`src/rtl/popcount_seq_pkg.sv`:
```
// Shared definitions for the sequential population counter:
// the FSM state encoding and a constant clog2 helper used for port and register sizing.
package popcount_seq_pkg;

    typedef enum logic [1:0] {
        IDLE  = 2'd0,
        COUNT = 2'd1,
        DONE  = 2'd2
    } state_t;

    // Ceiling log2, returns 0 for an argument of 1.
    function automatic int clog2(input int value);
        int result;
        int v;
        result = 0;
        v = value - 1;
        while (v > 0) begin
            result = result + 1;
            v = v >> 1;
        end
        return result;
    endfunction

endpackage

```
`src/rtl/popcnt_chunk.sv`:
```
// Combinational population count of one CHUNK-bit slice.
// The result is just wide enough to hold CHUNK.
module popcnt_chunk
    import popcount_seq_pkg::*;
#(
    parameter int CHUNK = 16,
    localparam int CW = clog2(CHUNK + 1)
) (
    input  logic [CHUNK-1:0] bits,
    output logic [CW-1:0]    count
);

    // Sum the individual bits of the slice.
    always_comb begin
        count = '0;
        for (int i = 0; i < CHUNK; i++) begin
            count = count + CW'(bits[i]);
        end
    end

endmodule

```
`src/rtl/popcount_seq.sv`:
```
// Sequential population counter with valid/ready handshakes on both sides.
// A captured word is counted CHUNK bits per cycle through a single popcnt_chunk
// instance, and the registered total is held until the consumer takes it.
// Optional feature: define POPCOUNT_THRESH_EN to add the thresh input and the
// out_ge compare output (out_count >= threshold captured with the word).
module popcount_seq
    import popcount_seq_pkg::*;
#(
    parameter int WIDTH = 255,
    parameter int CHUNK = 16,
    localparam int NCHUNK = (WIDTH + CHUNK - 1) / CHUNK,
    localparam int OUT_W  = clog2(WIDTH + 1)
) (
    input  logic             clk,
    input  logic             rst,
    input  logic             in_valid,
    output logic             in_ready,
    input  logic [WIDTH-1:0] in_data,
    output logic             out_valid,
    input  logic             out_ready,
    output logic [OUT_W-1:0] out_count,
`ifdef POPCOUNT_THRESH_EN
    input  logic [OUT_W-1:0] thresh,
    output logic             out_ge,
`endif
    output logic             busy
);

    // The captured word is zero-padded up to a whole number of chunks, so the
    // last chunk's bits above WIDTH contribute nothing to the count.
    localparam int PAD_W = NCHUNK * CHUNK;
    localparam int CW    = clog2(CHUNK + 1);
    localparam int IDX_W = (NCHUNK > 1) ? clog2(NCHUNK) : 1;

    state_t             state;
    logic [PAD_W-1:0]   data_q;
    logic [IDX_W-1:0]   idx;
    logic [OUT_W-1:0]   acc;
    logic [CHUNK-1:0]   chunk_bits;
    logic [CW-1:0]      chunk_cnt;
    logic [OUT_W-1:0]   sum;
    logic               last_chunk;
`ifdef POPCOUNT_THRESH_EN
    logic [OUT_W-1:0]   thresh_q;
`endif

    // Select the chunk addressed by idx for the shared chunk counter.
    always_comb begin
        chunk_bits = '0;
        for (int i = 0; i < NCHUNK; i++) begin
            if (idx == IDX_W'(i)) begin
                chunk_bits = data_q[i*CHUNK +: CHUNK];
            end
        end
    end

    popcnt_chunk #(
        .CHUNK (CHUNK)
    ) u_chunk (
        .bits  (chunk_bits),
        .count (chunk_cnt)
    );

    // Running total including the current chunk; it cannot exceed WIDTH, so OUT_W bits never overflow.
    always_comb begin
        sum        = acc + OUT_W'(chunk_cnt);
        last_chunk = (idx == IDX_W'(NCHUNK - 1));
    end

    // Control FSM with registered handshake outputs, accumulator and result registers.
    always_ff @(posedge clk) begin
        if (rst) begin
            state     <= IDLE;
            in_ready  <= 1'b1;
            out_valid <= 1'b0;
            out_count <= '0;
            busy      <= 1'b0;
            acc       <= '0;
            idx       <= '0;
            data_q    <= '0;
`ifdef POPCOUNT_THRESH_EN
            thresh_q  <= '0;
            out_ge    <= 1'b0;
`endif
        end else begin
            case (state)
                IDLE: begin
                    if (in_valid && in_ready) begin
                        data_q   <= PAD_W'(in_data);
                        acc      <= '0;
                        idx      <= '0;
                        in_ready <= 1'b0;
                        busy     <= 1'b1;
                        state    <= COUNT;
`ifdef POPCOUNT_THRESH_EN
                        thresh_q <= thresh;
`endif
                    end
                end
                COUNT: begin
                    acc <= sum;
                    if (last_chunk) begin
                        idx       <= '0;
                        busy      <= 1'b0;
                        out_valid <= 1'b1;
                        out_count <= sum;
                        state     <= DONE;
`ifdef POPCOUNT_THRESH_EN
                        out_ge    <= (sum >= thresh_q);
`endif
                    end else begin
                        idx <= idx + 1'b1;
                    end
                end
                DONE: begin
                    if (out_ready) begin
                        out_valid <= 1'b0;
                        in_ready  <= 1'b1;
                        state     <= IDLE;
                    end
                end
                default: begin
                    state     <= IDLE;
                    in_ready  <= 1'b1;
                    out_valid <= 1'b0;
                    busy      <= 1'b0;
                end
            endcase
        end
    end

endmodule

```
`config.mk`:
```
export PLATFORM = sky130hd
export DESIGN_NAME = popcount_seq
export DESIGN_NICKNAME = d
export VERILOG_FILES = /design/src/rtl/popcount_seq_pkg.sv /design/src/rtl/popcnt_chunk.sv /design/src/rtl/popcount_seq.sv
export SDC_FILE = /design/constraint.sdc
export NUM_CORES = 1
export LEC_CHECK = 0
export CAP_MARGIN = 5
export CORE_MARGIN = 2
export CORE_UTILIZATION = 44
export CTS_BUF_LIST = sky130_fd_sc_hd__clkbuf_16
export CTS_CLUSTER_SIZE = 14
export DETAILED_ROUTE_END_ITERATION = 10
export GPL_TIMING_DRIVEN = 0
export PLACE_DENSITY = 0.7
export RECOVER_POWER = 25
export SLEW_MARGIN = 20
export SYNTH_ARGS = -nofsm -noshare
export SYNTH_HDL_FRONTEND = slang
export SYNTH_SLANG_ARGS = --single-unit
export TNS_END_PERCENT = 50
```
`constraint.sdc`:
```
create_clock -name clk -period 9.8 [get_ports clk]
set_input_delay 1.96 -clock clk [delete_from_list [all_inputs] [get_ports clk]]
set_output_delay 1.96 -clock clk [all_outputs]
set_load 0.1 [all_outputs]
```
==> metrics, run 1 <==
outcome=completed; final setup violation count=0; RSZ-0062 raised after global routing=no; setup TNS=0 ps; Synth cell types=69; worst vdd ir=0.145 mV; most frequent cells after synthesis=624 x nand2_1, 332 x a21oi_1, 280 x dfxtp_1; Syn Area/Cell=7.35 sq um; Setup CP Type=reg -> reg; register area share after synthesis=42.0%; period utilization=79.8%; Clock Path Buffers=3; number of flops mapped to enable cells by yosys=0; most area-hungry cell type in the Yosys netlist=dfxtp_1; vias in the first global route=13800; Core Util, Final=58.7%; cts-stage hold buffer count=0; asr flop ratio synth=0%; top_reg_cell synth=dfxtp_1; Final #Nets=2400; clk_skew=13.8 ps; # port buffers=269; total CTS buffers=30; synth warn=0; total global routing overflow=0; Slew Viols, Final=0; Seq cells post-synth=280; largest net degree at the start of global routing=15; Power Density=169 nW/um^2; WL final=55300 um; LEAKAGE=0.00634 uW; first-pass GRT wire length=81200 um; Critical Path AT=8280 ps; wire length per cell=21.9 um; num rows=63; Initial Util=44.9%; CTS tree=yes; GRT Total Usage=34.3%; Post-Place Cells=2474; Data required, critical path=10260 ps; post-CTS resize count=0; Worst Path Max Fanout=10; CTS Root Cell=clkbuf_16; cell with the most instances after synthesis=nand2_1; DIE WIDTH=178 um; number of setup buffers added after CTS=0; DR iter-0 viols=1361; initial antenna violation count=0; Max-slew headroom=13.3%; Total Die Area=31700 sq um; Post-Syn Area=13300 sq um; synthesized instance count=1815; max-cap violations=0; Ant. Diodes=0; Synth Net Count=2099; core area=29700 sq um; ranking of synthesized cells by area=dfxtp_1 42%, nand2_1 18%, a21oi_1 12%; io pins=270; Die Y=178 um; Worst-Margin Slew=1270 ps; Area Overhead vs Synth=30.7%; top cell type's share of synthesized area=42.0%; Hold Slack=456 ps; Detail Placement HPWL=43800 um; final std cells w/o fill=2529; DRC=0; GPL Wtd Cong=0.999; worst skew pair latency=560 ps; Vias=14300; layout cells sized above 1=6.31%; htree depth=1; final hold viol count=0; Fmax achieved=128 MHz; crit start category=register; number of nets still failing antenna checks after routing=0; Crit. End Element=register; Sink Count=280; Worst-path clk slew=60 ps; drt pass-1 iters=5; post-route minimum period=7820 ps; Hold Path Class=reg -> reg; via/cell ratio=5.64
==> per-stage QoR <==
| stage | power, uW | instance area, sq um | worst slack [ps] |
|---|---|---|---|
| after floorplan | 1610 | 13300 | 3440 |
| after global placement | 1870 | 16500 | 2250 |
| after detailed placement | 1880 | 16500 | 2200 |
| after CTS | 2950 | 17500 | 2140 |
| after global routing | 3060 | 17400 | 1710 |
| final | 2950 | 17400 | 1980 |
==> registers in the layout (all words and copies together), names as in the netlist <==
name / flops
out_count: 8
state: 2
in_ready: 1
busy: 1
out_valid: 1
idx: 4
data_q: 255
acc: 8
==> cell families after synthesis <==
kind of cell,count (synthesis),share of synthesized area [%]
and+or+nand+nor,765,23.4
AOI/OAI and AO/OA,542,24.0
DFF,280,42.0
buffers and inverters,189,6.64
adders and majority gates,25,2.96
muxes,8,0.600
xor gates and xnor gates,6,0.394
==> layout make-up <==
type	count	area (sq um)
clock inverters	24	160
multi-input cells	1346	6850
plain buffers	156	744
fillers	2821	12300
flip-flops and latches	280	5610
well taps	390	488
repair buffers	269	2690
clock buffers	31	776
inverters	33	124
==> worst max-delay path, cell delays in order, from the launching register on <==
cell and delay (ps):
dfxtp_1 440, ha_1 280, buf_2 360, clkbuf_1 690, o21ai_0 300, nand3_1 180
nand3_1 120, a31o_2 260, ha_1 270, inv_1 40, fa_1 470, inv_1 50
fa_1 450, fa_1 500, inv_1 50, fa_1 460, fa_1 490, fa_1 610
inv_1 70, ha_1 290, a211oi_1 300, o21bai_1 160, a21oi_1 420, o21ai_0 170
a311oi_1 270
==> metal layers <==
metal / wire length [um] / track usage, %
met1: 23400 / 44.7
met4: 2590 / 14.3
met3: 3870 / 4.56
met2: 25400 / 57.0
met5: 0 / 0
==> path summary, 6_finish.rpt <==
kind                                     end  slack, ps         from  depth (start not counted)
worst max-delay path            out_count[7]       1980       idx[0]                         24
worst min-delay path             data_q[173]        460  data_q[173]                          2
worst max register to register  out_count[7]       1980       idx[0]                         24
worst min register to register   data_q[173]        460  data_q[173]                          2
==> report_power, final <==
| group | internal [uW] | switching (uW) | total (uW) |
|---|---|---|---|
| registers | 1210 | 58.7 | 1270 |
| logic | 252 | 339 | 591 |
| clock network | 620 | 465 | 1090 |
| total | 2090 | 863 | 2950 |
==> cell usage in the layout (no fill, tap or decap), drive strengths merged, types with 11 or more instances in the layout <==
| cell type | count |
|---|---|
| clkbuf | 103 |
| o21ai | 55 |
| inv | 42 |
| a31oi | 14 |
| nand2b | 13 |
| o221ai | 15 |
| nand2 | 624 |
| ha | 14 |
| clkdlybuf4s50 | 267 |
| buf | 84 |
| clkinv | 12 |
| nor2b | 15 |
| a221oi | 12 |
| a21oi | 332 |
| dfxtp | 280 |
| nand3 | 35 |
| o211ai | 31 |
| nor2 | 38 |
| fa | 11 |
No activity file was read; power rests on OpenSTA's default activity.
==> inputs of run 2 (changes only) <==
==> constraint.sdc (replaced) <==
create_clock -name clk -period 7.4 [get_ports clk]
set_input_delay 1.48 -clock clk [delete_from_list [all_inputs] [get_ports clk]]
set_output_delay 1.48 -clock clk [all_outputs]
set_load 0.1 [all_outputs]
==> run 2 against run 1 <==
  * Sequential power increased by 33%
  * Sequential cell count unchanged
  * Clock power increased by 32%
  * Core utilization increased by 0.26 points
  * Worst setup slack got worse by 1800 ps
  * Clock-buffer cell count unchanged
  * Maximum frequency increased by 8.0%
  * Largest power group unchanged
==> metrics, run 2 (synthesis results as in run 1) <==
total CTS buffers=30 (unchanged); Total Die Area=31700 sq um (unchanged); wire length per cell=21.9 um (about the same); Worst Path Max Fanout=10 (unchanged); Seq pwr share=43.0% (was 43.2%); GPL Wtd Cong=0.999 (unchanged); Hold Path Class=reg -> reg (unchanged); cell-internal power=2770 uW (was 2090 uW); GRT Total Usage=34.3% (about the same); Fmax achieved=138 MHz (was 128 MHz); clock network power share=36.7% (was 36.8%); Sink Count=280 (unchanged); DR iter-0 viols=1160 (was 1361); combinational cell fraction of total power=20.2% (was 20.0%); final setup violation count=0 (unchanged); layout cells sized above 1=7.15% (was 6.31%); met1 Use GR=44.6% (was 44.7%); Worst-Margin Slew=1290 ps (was 1270 ps); M3 GR Usage=4.75% (was 4.56%); CTS Root Cell=clkbuf_16 (unchanged); largest register by flop count=data_q (unchanged); worst min-delay path startpoint=data_q[173] (unchanged); Worst-path clk slew=60 ps (about the same); # port buffers=269 (unchanged); initial antenna violation count=0 (unchanged); cts-stage hold buffer count=0 (unchanged); commonest non-fill, non-tap cell in the layout=nand2_1 (unchanged); # fillers=2816 (was 2821); commonest cells after routing, fill and taps aside=624 x nand2_1, 331 x a21oi_1, 279 x dfxtp_1 (was 624 x nand2_1, 332 x a21oi_1, 280 x dfxtp_1); Largest regs=data_q: 255 flops, acc: 8 flops, out_count: 8 flops (unchanged); setup TNS=0 ps (unchanged); Critical Path AT=7700 ps (was 8280 ps); DIE WIDTH=178 um (unchanged); CTS tree=yes (unchanged); Die Y=178 um (unchanged); dpl cell area=16500 sq um (unchanged); fin worst setup slack=156 ps (was 1980 ps); core area=29700 sq um (unchanged); first-pass GRT wire length=81200 um (about the same); outcome=completed (unchanged); Crit Reg-Reg Endpoint=out_count[7] (unchanged); via/cell ratio=5.63 (was 5.64); DRC=0 (unchanged); Slew Viols, Final=0 (unchanged); max FFs per register=255 (unchanged); Initial Util=44.9% (unchanged); total global routing overflow=0 (unchanged); htree depth=1 (unchanged); met2 Track Usage GR=56.8% (was 57.0%); Ant. Diodes=0 (unchanged); Worst Setup SP=idx[1] (was idx[0]); worst skew pair latency=570 ps (was 560 ps); WL final=55300 um (about the same); max-cap violations=0 (unchanged); Setup CP Type=reg -> reg (unchanged); Sw Ratio=29.3% (about the same); Final Cell Area=17500 sq um (was 17400 sq um); post-route minimum period=7240 ps (was 7820 ps); Power Density=224 nW/um^2 (was 169 nW/um^2); Psw=1150 uW (was 863 uW); crit start category=register (unchanged); Max-slew headroom=11.6% (was 13.3%); worst slack at placement=-196 ps (was 2200 ps); Clock Path Buffers=3 (unchanged); number of nets still failing antenna checks after routing=0 (unchanged); Detail Placement HPWL=43800 um (unchanged); period utilization=97.9% (was 79.8%); largest net degree at the start of global routing=15 (unchanged); Data required, critical path=7860 ps (was 10260 ps); worst vdd ir=0.194 mV (was 0.145 mV); drt pass-1 iters=6 (was 5); Area Overhead vs Synth=31.3% (was 30.7%); vias in the first global route=13800 (about the same); num rows=63 (unchanged); Crit. End Element=register (unchanged); CP Capture Point=out_count[7] (unchanged); LEAKAGE=0.00638 uW (was 0.00634 uW); r2r startpoint=idx[1] (was idx[0]); io pins=270 (unchanged); FF-to-FF setup slack=160 ps (was 1980 ps); clk_skew=18.4 ps (was 13.8 ps); Final #Nets=2402 (was 2400); R2R cell count=23 (was 24); Vias=14200 (was 14300); final hold viol count=0 (unchanged); busiest layer in global routing=met2 (unchanged)
## run 2: cell count changes in the layout (fill, tap and decap cells not counted), moves of 2 or more
cell,previous run,this run
buf_4,12,18
buf_2,66,61
clkbuf_1,71,66
clkbuf_2,1,6
a2111oi_0,9,7
clkbuf_4,0,2
ha_1,14,12
ha_2,0,2
## run 2: through the flow
stage	power, uW	instances	hold slack, ps	util [%]
after CTS	3900	2529	456	58.8
final	3920	2531	456	58.9
after floorplan	2130	1815	431	-
after global placement	2470	2474	443	55.6
after detailed placement	2490	2474	447	55.6
after global routing	4060	2531	477	58.9
## run 2: per-layer routing
layer / part of all wire (%) / routed length [um]
met1: 42 / 23500
met2: 46 / 25200
met3: 7.1 / 3930
met4: 5.0 / 2740
met5: 0 / 0
## run 2: how the worst min path moves through the flow
stage	end	slack (ps)	cells past startpoint
after floorplan	data_q[116]	430	2
final	data_q[173]	460	2
after detailed placement	data_q[181]	450	2
after CTS	data_q[181]	460	2
after global routing	data_q[188]	480	2
after global placement	data_q[69]	440	2
## run 2: power groups by stage
| stage | logic, uW | registers [uW] | clock network (uW) |
|---|---|---|---|
| 2_1_floorplan | 440 | 1690 | 0 |
| 3_3_place_gp | 762 | 1710 | 0 |
| 3_5_place_dp | 776 | 1710 | 0 |
| 4_1_cts | 779 | 1680 | 1440 |
| 5_1_grt | 868 | 1690 | 1500 |
| 6_report | 793 | 1690 | 1440 |
## run 2: repair_timing
item,in CTS,in global routing
setup buffers,0,2
setup endpoints to repair,4,8
gates resized for setup,6,23
pin swaps,0,2
cloned,0,0
## run 2: area by class of cell
type	instances	area [sq um]	share of cell area, %
Buffer	156	767	4.38
Timing Repair Buffer	271	2710	15.5
Multi-Input combinational cell	1346	6880	39.3
Tap cell	390	488	2.79
Clock buffer	31	776	4.43
Sequential cell	280	5610	32.0
Inverter	33	124	0.707
Clock inverter	24	160	0.914
## run 2: critical path: stages (launching register included)
cell,delay [ps]
dfxtp_1,340
inv_1,120
ha_1,150
buf_2,250
clkbuf_4,320
buf_4,270
o21ai_0,130
o221ai_1,360
nand3_1,290
a32o_1,310
fa_1,530
fa_1,510
fa_1,500
inv_1,50
fa_1,470
fa_2,440
fa_1,430
xnor2_1,170
ha_2,370
o21ai_0,90
o21bai_1,270
a21oi_2,150
or3_1,360
a311oi_1,260
